$ cat src/rtl/mux_scan_pkg.sv
// Shared state encoding and default sizing for the mux scan controller.
package mux_scan_pkg;

   typedef enum logic [1:0] {IDLE, SETTLE, SAMPLE, PRESENT} scan_state_t;

   localparam int NUM_CH_DEF     = 4;
   localparam int SETTLE_CYC_DEF = 1;

endpackage

$ cat src/rtl/scan_settle_cnt.sv
// Loadable down-counter that times how long sel is held before sampling Y.
module scan_settle_cnt #(
   parameter int W = 1
) (
   input  logic         clk,
   input  logic         rst,
   input  logic         load,
   input  logic         dec,
   input  logic [W-1:0] load_val,
   output logic         zero
);

   logic [W-1:0] count_reg;

   always_ff @(posedge clk) begin
      if (rst) begin
         count_reg <= '0;
      end else if (load) begin
         count_reg <= load_val;
      end else if (dec && (count_reg != '0)) begin
         count_reg <= count_reg - 1'b1;
      end
   end

   assign zero = (count_reg == '0);

endmodule

$ cat src/rtl/mux_scan_ctrl.sv
// Round-robin scan controller: steps the mux select, samples Y per channel and
// presents the rebuilt word on a valid/ready port.
module mux_scan_ctrl
   import mux_scan_pkg::*;
#(
   parameter  int NUM_CH     = NUM_CH_DEF,
   parameter  int SETTLE_CYC = SETTLE_CYC_DEF,
   parameter  bit CONTINUOUS = 1'b0,
   localparam int SEL_W      = $clog2(NUM_CH)
) (
   input  logic              clk,
   input  logic              rst,
   input  logic              start,
   output logic [SEL_W-1:0]  sel,
   input  logic              mux_y,
   output logic [NUM_CH-1:0] data,
   output logic              data_valid,
   input  logic              data_ready,
   output logic              busy
);

   localparam int                CNT_W       = $clog2(SETTLE_CYC + 1);
   localparam logic [SEL_W-1:0]  LAST_CH     = SEL_W'(NUM_CH - 1);
   localparam logic [CNT_W-1:0]  SETTLE_LOAD = CNT_W'(SETTLE_CYC - 1);

   scan_state_t       state_reg, state_next;
   logic [SEL_W-1:0]  ch_reg, ch_next;
   logic [NUM_CH-1:0] shadow_reg, shadow_next;
   logic [NUM_CH-1:0] data_reg, data_next;
   logic              cnt_load, cnt_dec, cnt_zero;

   // The counter is loaded with SETTLE_CYC-1 so zero is seen on the last dwell cycle.
   scan_settle_cnt #(
      .W (CNT_W)
   ) u_settle_cnt (
      .clk      (clk),
      .rst      (rst),
      .load     (cnt_load),
      .dec      (cnt_dec),
      .load_val (SETTLE_LOAD),
      .zero     (cnt_zero)
   );

   always_ff @(posedge clk) begin
      if (rst) begin
         state_reg  <= IDLE;
         ch_reg     <= '0;
         shadow_reg <= '0;
         data_reg   <= '0;
      end else begin
         state_reg  <= state_next;
         ch_reg     <= ch_next;
         shadow_reg <= shadow_next;
         data_reg   <= data_next;
      end
   end

   always_comb begin
      state_next  = state_reg;
      ch_next     = ch_reg;
      shadow_next = shadow_reg;
      data_next   = data_reg;
      cnt_load    = 1'b0;
      cnt_dec     = 1'b0;
      case (state_reg)
         IDLE: begin
            if (start || CONTINUOUS) begin
               state_next = SETTLE;
               ch_next    = '0;
               cnt_load   = 1'b1;
            end
         end
         SETTLE: begin
            if (cnt_zero) begin
               state_next = SAMPLE;
            end else begin
               cnt_dec = 1'b1;
            end
         end
         SAMPLE: begin
            shadow_next[ch_reg] = mux_y;
            if (ch_reg == LAST_CH) begin
               // The final bit is merged here so data changes only on this edge.
               data_next  = shadow_next;
               state_next = PRESENT;
            end else begin
               ch_next    = ch_reg + 1'b1;
               cnt_load   = 1'b1;
               state_next = SETTLE;
            end
         end
         PRESENT: begin
            if (data_ready) begin
               if (start || CONTINUOUS) begin
                  state_next = SETTLE;
                  ch_next    = '0;
                  cnt_load   = 1'b1;
               end else begin
                  state_next = IDLE;
               end
            end
         end
         default: state_next = IDLE;
      endcase
   end

   assign sel        = ((state_reg == SETTLE) || (state_reg == SAMPLE)) ? ch_reg : '0;
   assign data       = data_reg;
   assign data_valid = (state_reg == PRESENT);
   assign busy       = (state_reg != IDLE);

endmodule
$ cat config.mk
export PLATFORM = sky130hd
export DESIGN_NAME = mux_scan_ctrl
export DESIGN_NICKNAME = d
export VERILOG_FILES = /design/src/rtl/mux_scan_pkg.sv /design/src/rtl/scan_settle_cnt.sv /design/src/rtl/mux_scan_ctrl.sv
export SDC_FILE = /design/constraint.sdc
export NUM_CORES = 1
export LEC_CHECK = 0
export ABC_AREA = 1
export BUFFER_PORTS_ARGS = -buffer_cell sky130_fd_sc_hd__clkbuf_2
export CORE_MARGIN = 1.5
export CORE_UTILIZATION = 50
export CTS_CLUSTER_SIZE = 24
export DETAILED_ROUTE_END_ITERATION = 12
export GPL_ROUTABILITY_DRIVEN = 0
export PLACE_DENSITY = 0.77
export SYNTH_ARGS = -nofsm -noshare
export SYNTH_HDL_FRONTEND = slang
export SYNTH_SLANG_ARGS = --single-unit
$ cat constraint.sdc
create_clock -name clk -period 1.7 [get_ports clk]
set_input_delay 0.17 -clock clk [delete_from_list [all_inputs] [get_ports clk]]
set_output_delay 0.17 -clock clk [all_outputs]
set_load 0.01 [all_outputs]
==> results.json, run 1 <==
{
  "vias": 689,
  "clk_latency_ps": 280,
  "cts_buffers": 3,
  "skew_ps": 3.78,
  "synth_common_cells": "24 x nand2_1, 20 x inv_1, 13 x nor2_1",
  "worstPathMaxFanout": 6,
  "antenna_found_initial": 0,
  "antennaDiodeCount": 0,
  "slowest_delay_ps": 430,
  "die_area_um2": 1730,
  "first_global_vias": 547,
  "synth_cell_types": 13,
  "critPathRequiredTime_ps": 1530,
  "post-route-util": 0.629,
  "outcome": "finished, final reports clean",
  "seq_area_frac_synth": 0.323,
  "end_kind": "output port",
  "synth_edf_count": 0,
  "io_buffers": 12,
  "grt_max_degree": 12,
  "die_w_um": 41.6,
  "fmax_mhz": 639,
  "largest_reg_flops": 4,
  "finalHoldViolCount": 0,
  "cts.sinks": 12,
  "tightest_slew_ps": 276,
  "cts.path.max_buffers": 2,
  "cpMostUsedCell": "inv_1",
  "drt_iter0_drc": 32,
  "die_height_um": 41.6,
  "yosysMostFrequentCell": "nand2_1",
  "slowest_stage": "dfxtp_1",
  "slew_violations": 0,
  "synth_cells": 109,
  "area_delta_synth_final_pct": 14.3,
  "setup_violations": 0,
  "grt_first_pass_wirelength_um": 2390,
  "synth_area_leader_cell": "dfxtp_1",
  "grtUsageTotal": 0.178,
  "routedWlPerCell_um": 10.1,
  "syn_area_um2": 743,
  "p_leak_nw": 0.468,
  "syn_nets": 124,
  "maxCapViolCount": 0,
  "power.density_nw_per_um2": 946,
  "cts_tree": "built",
  "finalPower_w": 0.000804,
  "synthFlopType": "dfxtp_1",
  "min_path_type": "in -> reg",
  "ys.warnings.count": 0,
  "layout-drive-gt1-share": 0.169,
  "worstSetupPathType": "reg -> out",
  "tns_ps": 0,
  "ant_nets": 0,
  "num-fill-cells": 125,
  "period_needed_ps": 1560,
  "ys_ff_latch": 12,
  "clockRootBuffer": "clkbuf_4",
  "via_per_inst": 4.96,
  "post_cts_buffers": 0,
  "async_flop_share": 0,
  "rows": 13,
  "syn-mean-instance-area_um2": 6.82,
  "wirelength_um": 1400,
  "fp.coreArea_um2": 1350,
  "irDropWorstVdd_mv": 0.568,
  "fin_crit_sh": 0.920,
  "start_util": 0.551,
  "grt_overflow": 0,
  "dr.pass1.iters": 4,
  "start_kind": "flop",
  "relSlewSlack": 0.814,
  "synth_area_leaders": "dfxtp_1 32%, ha_1 17%, nand2_1 12%, inv_1 10%, nor2_1 6.6%",
  "clk_pin_slew_ps": 80,
  "cp_cell_sequence": "inv_1 -> ha_1 -> nand2_1 -> inv_1 -> clkbuf_2",
  "fin_nets": 140,
  "synth_top_area_share": 0.323,
  "rsz0062_at_grt": "no",
  "cp.arrival_ps": 1390,
  "dp_hpwl_um": 1120,
  "ios": 13,
  "drc": 0,
  "holdWs_ps": 96.7,
  "ctsHtreeMaxLevel": 1
}
-- cell type report --
cell class / count / area, µm² / area share
timing repair buffer: 12 / 60.1 / 0.0707
inverter: 21 / 78.8 / 0.0928
multi-input combinational: 75 / 415 / 0.489
clock buffer: 4 / 36.3 / 0.0427
tap: 15 / 18.8 / 0.0221
sequential: 12 / 240 / 0.283
-- placed cells by master (no fill, tap or decap), drive strengths merged --
master and n:
dfxtp 12, o211ai 2, a21oi 6, clkbuf 16, nand3 8, nand2 26, inv 21, o21ai 9
ha 10, nor2 14
-- path summary, 6_finish.rpt --
path | start | slack [ps] | to | cells past startpoint
setup / recovery | state_reg[1] | 140 | sel[0] | 5
hold / removal | rst | 100 | state_reg[0] | 2
setup reg to reg | state_reg[0] | 220 | data[1] | 6
hold reg to reg | u_settle_cnt.count_reg | 470 | u_settle_cnt.count_reg | 2
-- kinds of logic (layout without fill, tap and decap cells) --
logic type,Yosys count,in the layout,share of synthesized area
buffers and inverters,22,37,0.121
DFF,12,12,0.323
AOI/OAI and AO/OA,17,17,0.121
and+or+nand+nor,48,48,0.266
adders and majority gates,10,10,0.168
-- metal layers --
metal	global-route usage	routed length (µm)
met1	0.233	645
met2	0.272	641
met3	0.0652	93
met4	0.0581	19
met5	0	0
-- repair_timing --
action                     CTS  global route
setup endpoints to repair    0             6
gates resized for setup      0             1
hold buffers                 0             0
-- power breakdown --
part	switching (W)	total [W]	internal, W	leakage, nW
combinational	0.000145	0.000237	0.0000927	0.350
sequential	0.0000287	0.000335	0.000306	0.0977
clock	0.000100	0.000231	0.000131	0.0210
-- critical path, delay by kind of cell (launching register included) --
| family | cells | cell delay [ps] |
|---|---|---|
| and+or+nand+nor | 1 | 50 |
| DFF | 1 | 430 |
| adders and majority gates | 1 | 320 |
| buffers and inverters | 3 | 320 |
-- metrics by stage --
stage          instances  setup WS [ps]  area, µm²
2_1_floorplan        109            403        743
3_3_place_gp         135            229        811
5_1_grt              139           7.81        850
4_1_cts              139            115        847
3_5_place_dp         135            138        811
6_report             139            136        850
No activity file was read; power rests on OpenSTA's default activity.
==> run 2, diff against run 1 <==
Settings changed: RECOVER_POWER from default to 100, REMOVE_ABC_BUFFERS from default to 1.
==> results.json, run 2 (synthesis gave the netlist of run 1 again) <==
{
  "power.density_nw_per_um2": 903,
  "clockRootBuffer": "clkbuf_4",
  "dr.pass1.iters": 4,
  "skew_ps": 2.24,
  "r2r-start": "state_reg[0]",
  "layout_common_cells": "25 x nand2_1, 20 x inv_1, 14 x nor2_1",
  "drc": 0,
  "tightest_slew_ps": 280,
  "fin_crit_sh": 0.920,
  "r2r_cells": 6,
  "ant_nets": 0,
  "cts.path.max_buffers": 2,
  "post_cts_buffers": 0,
  "ctsHtreeMaxLevel": 1,
  "die_height_um": 41.6,
  "drt_iter0_drc": 10,
  "clk_latency_ps": 270,
  "layout-drive-gt1-share": 0.0894,
  "clockPowerShare": 0.228,
  "min_from": "rst",
  "start_kind": "flop",
  "clk_pin_slew_ps": 70,
  "cts.sinks": 12,
  "via_per_inst": 4.88,
  "worstPathMaxFanout": 7,
  "grt_max_degree": 12,
  "finalPower_w": 0.000742,
  "fin_nets": 140,
  "rows": 13,
  "start_util": 0.551,
  "hold_buffers": 0,
  "outcome": "finished, final reports clean",
  "p_leak_nw": 0.437,
  "rsz0062_at_grt": "no",
  "grt_first_pass_wirelength_um": 2640,
  "wirelength_um": 1530,
  "fp.coreArea_um2": 1350,
  "cts-resized-gates": 0,
  "worstSetupPathType": "reg -> out",
  "preCtsSetupSlack_ps": 164,
  "pwr-share-comb": 0.320,
  "io_buffers": 12,
  "dp.cells": 135,
  "tns_ps": 0,
  "grtUsageTotal": 0.193,
  "power_switching_w": 0.000265,
  "die_w_um": 41.6,
  "fmax_mhz": 639,
  "area_delta_synth_final_pct": 10.6,
  "die_area_um2": 1730,
  "end_kind": "output port",
  "p_int_w": 0.000477,
  "antenna_found_initial": 0,
  "layoutNonFillerInstCount": 138,
  "period_needed_ps": 1560,
  "maxCapViolCount": 0,
  "ios": 13,
  "critPathRequiredTime_ps": 1530,
  "cp.arrival_ps": 1390,
  "first_global_vias": 629,
  "irDropWorstVdd_mv": 0.497,
  "r2r-end": "data[0]",
  "cts_tree": "built",
  "routedWlPerCell_um": 11.1,
  "setup_violations": 0,
  "min_path_type": "in -> reg",
  "hold_end": "state_reg[1]",
  "worst_slack_ps": 136,
  "largest_reg_flops": 4,
  "slew_violations": 0,
  "grt_overflow": 0,
  "hold_path_depth": 2,
  "switching_share": 0.357,
  "num-fill-cells": 142,
  "holdWs_ps": 116,
  "dp_hpwl_um": 1210,
  "finalHoldViolCount": 0,
  "relSlewSlack": 0.812,
  "antennaDiodeCount": 0,
  "vias": 673,
  "reg2reg_slack_ps": 210,
  "final_common_cell": "nand2_1",
  "cts_buffers": 3,
  "seqPwrFrac": 0.452
}
run 2: changes by cell type in the layout (fill, tap and decap cells not counted), sizes merged:
cell    before  now
clkbuf      16   15
run 2: critical path, stage by stage (launching register included):
cell and delay [ps]:
dfxtp_1 440, inv_1 130, ha_1 310, nand2_1 50, inv_1 50, clkbuf_1 140
run 2: worst max-delay path by stage:
| stage | from | end | cells past startpoint |
|---|---|---|---|
| 6_report | state_reg[0] | sel[0] | 5 |
| 5_1_grt | state_reg[0] | sel[1] | 5 |
| 4_1_cts | state_reg[0] | sel[0] | 5 |
| 3_5_place_dp | state_reg[0] | data[0] | 6 |
| 3_3_place_gp | state_reg[0] | data[0] | 6 |
| 2_1_floorplan | state_reg[0] | data[0] | 6 |
run 2: area by class of cell:
| type | count | area [µm²] | area share |
|---|---|---|---|
| clock buffers | 3 | 22.5 | 0.0274 |
| inverters | 21 | 78.8 | 0.0959 |
| multi-input cells | 75 | 410 | 0.499 |
| flip-flops and latches | 12 | 240 | 0.292 |
| well taps | 15 | 18.8 | 0.0228 |
| repair buffers | 12 | 51.3 | 0.0624 |
run 2: metrics by stage:
| step | cell area, µm² | util |
|---|---|---|
| after global routing | 822 | 0.609 |
| after detailed placement | 811 | 0.601 |
| after CTS | 833 | 0.617 |
| after global placement | 811 | 0.601 |
| final | 822 | 0.609 |
| after floorplan | 732 | - |
run 2: metal layers:
metal  vias to the layer above  track usage  part of all wire
met2                         9        0.334              0.50
met3                         4       0.0565             0.039
met1                       294        0.236              0.45
met4                         0       0.0387            0.0092
met5                         -            0                 0
li1                        366            -                 -
run 2: power by group through the flow:
stage,logic (W),clock network (W),registers [W]
floorplan,0.000182,0,0.000335
CTS,0.000243,0.000171,0.000335
global route,0.000275,0.000185,0.000342
global placement,0.000235,0,0.000341
finish,0.000237,0.000169,0.000336
detailed placement,0.000241,0,0.000342
==> run 3, diff against run 2 <==
Settings changed: CORE_UTILIZATION 50 to 47, CTS_CLUSTER_DIAMETER from default to 60.
Clock period 1.7 ns to 1.35 ns, I/O delays scaled along.
==> results.json, run 3 (synthesis gave the netlist of run 1 again) <==
{
  "outcome": "complete, but fails checks",
  "violations": "setup timing",
  "slew_violations": 0,
  "holdWs_ps": 67.0,
  "layoutNonFillerInstCount": 144,
  "final_common_cell": "nand2_1",
  "worst_slack_ps": -2.87,
  "fmax_mhz": 739,
  "io_buffers": 12,
  "maxCapViolCount": 0,
  "hold_buffers": 0,
  "ios": 13,
  "clk_latency_ps": 270,
  "layout_common_cells": "22 x nand2_1, 17 x inv_1, 12 x nor2_1",
  "grt_first_pass_wirelength_um": 2480,
  "tightest_slew_ps": 251,
  "multi_input_area_um2": 433,
  "layout-drive-gt1-share": 0.242,
  "r2r-start": "state_reg[0]",
  "grt_overflow": 0,
  "irDropWorstVdd_mv": 1.04,
  "drc": 0,
  "dp.cells": 139,
  "num-fill-cells": 135,
  "antenna_found_initial": 0,
  "cts_buffers": 3,
  "die_area_um2": 1830,
  "tns_ps": -3.64,
  "die_w_um": 42.8,
  "crit_end": "sel[0]",
  "rsz0062_at_grt": "yes",
  "via_per_inst": 4.86,
  "worstPathMaxFanout": 2,
  "ctsHtreeMaxLevel": 1,
  "fp.coreArea_um2": 1490,
  "finalHoldViolCount": 0,
  "start_util": 0.499,
  "dp_hpwl_um": 1110,
  "grtUsageTotal": 0.177,
  "postLayoutCellArea_um2": 908,
  "end_kind": "output port",
  "first_global_vias": 654,
  "preCtsSetupSlack_ps": 72.9,
  "area_delta_synth_final_pct": 22.2,
  "period_needed_ps": 1350,
  "drt_iter0_drc": 9,
  "die_height_um": 42.8,
  "vias": 700,
  "critPathRequiredTime_ps": 1220,
  "place_area_um2": 835,
  "rows": 14,
  "cts_tree": "built",
  "start_kind": "flop",
  "dr.pass1.iters": 4,
  "cp-startpoint": "state_reg[0]",
  "r2r-end": "ch_reg[1]",
  "p_leak_nw": 0.481,
  "ant_nets": 0,
  "cts.sinks": 12,
  "clk_pin_slew_ps": 80,
  "cts.path.max_buffers": 2,
  "wirelength_um": 1420,
  "setup_violations": 2,
  "routedWlPerCell_um": 9.86,
  "clockRootBuffer": "clkbuf_4",
  "fin_nets": 144,
  "relSlewSlack": 0.832,
  "largest_reg_flops": 4,
  "cp.arrival_ps": 1220,
  "skew_ps": 3.86,
  "min_path_type": "in -> reg",
  "antennaDiodeCount": 0,
  "worstSetupPathType": "reg -> out",
  "fin_crit_sh": 1.00,
  "power.density_nw_per_um2": 1200,
  "r2r_cells": 8,
  "grt_max_degree": 10,
  "reg2reg_slack_ps": 90,
  "area.sequential_um2": 245
}
[run 3: cell count changes in the layout (fill, tap and decap cells not counted), moves of 3 or more]
cell	before	now
buf_4	0	3
clkbuf_1	7	4
dfxtp_1	12	8
dfxtp_2	0	4
inv_1	20	17
inv_2	1	4
nand2_1	25	22
nand2_2	1	4
[run 3: where the power goes]
| group | internal [W] | switching [W] |
|---|---|---|
| registers | 0.000391 | 0.0000313 |
| clock network | 0.000164 | 0.000116 |
| logic | 0.000170 | 0.000215 |
| total | 0.000725 | 0.000362 |
[run 3: metrics by stage]
stage / utilization / total power [W]
after floorplan: - / 0.000651
after global placement: 0.561 / 0.000746
after detailed placement: 0.561 / 0.000755
after CTS: 0.604 / 0.00109
after global routing: 0.610 / 0.00118
final: 0.610 / 0.00109
[run 3: worst min path at each step]
stage                     startpoint      endpoint  depth (start not counted)  slack, ps
after floorplan                  rst  state_reg[0]                          1        200
after global placement           rst  state_reg[0]                          2        360
after detailed placement         rst  state_reg[1]                          2        360
after CTS                        rst  state_reg[0]                          2         60
after global routing             rst  state_reg[1]                          2         70
final                            rst  state_reg[0]                          2         70
[run 3: repair_timing]
action                                  CTS  global route
buffers inserted                          1             0
endpoints found under the hold margin     0             0
cloned                                    0             0
pin swaps                                 0             2
endpoints found under the setup margin    3             7
resized for setup                         7            11
[run 3: cell type report]
class,count,share of cell area
Tap cell,16,0.0220
Multi-Input combinational cell,75,0.477
Timing Repair Buffer,16,0.105
Inverter,21,0.0868
Sequential cell,12,0.270
Clock buffer,4,0.0399
[run 3: worst max-delay path, stage by stage (launching register included)]
cell,delay (ps)
dfxtp_2,340
inv_2,40
buf_6,110
ha_4,270
nand2_2,40
inv_1,40
buf_2,110
[run 3: routing by layer]
metal	part of all wire	vias up	track usage	wire, µm
li1	-	378	-	-
met1	0.47	307	0.210	669
met2	0.47	15	0.303	674
met3	0.054	0	0.0638	76
met4	0	0	0.0375	0
met5	0	-	0	0
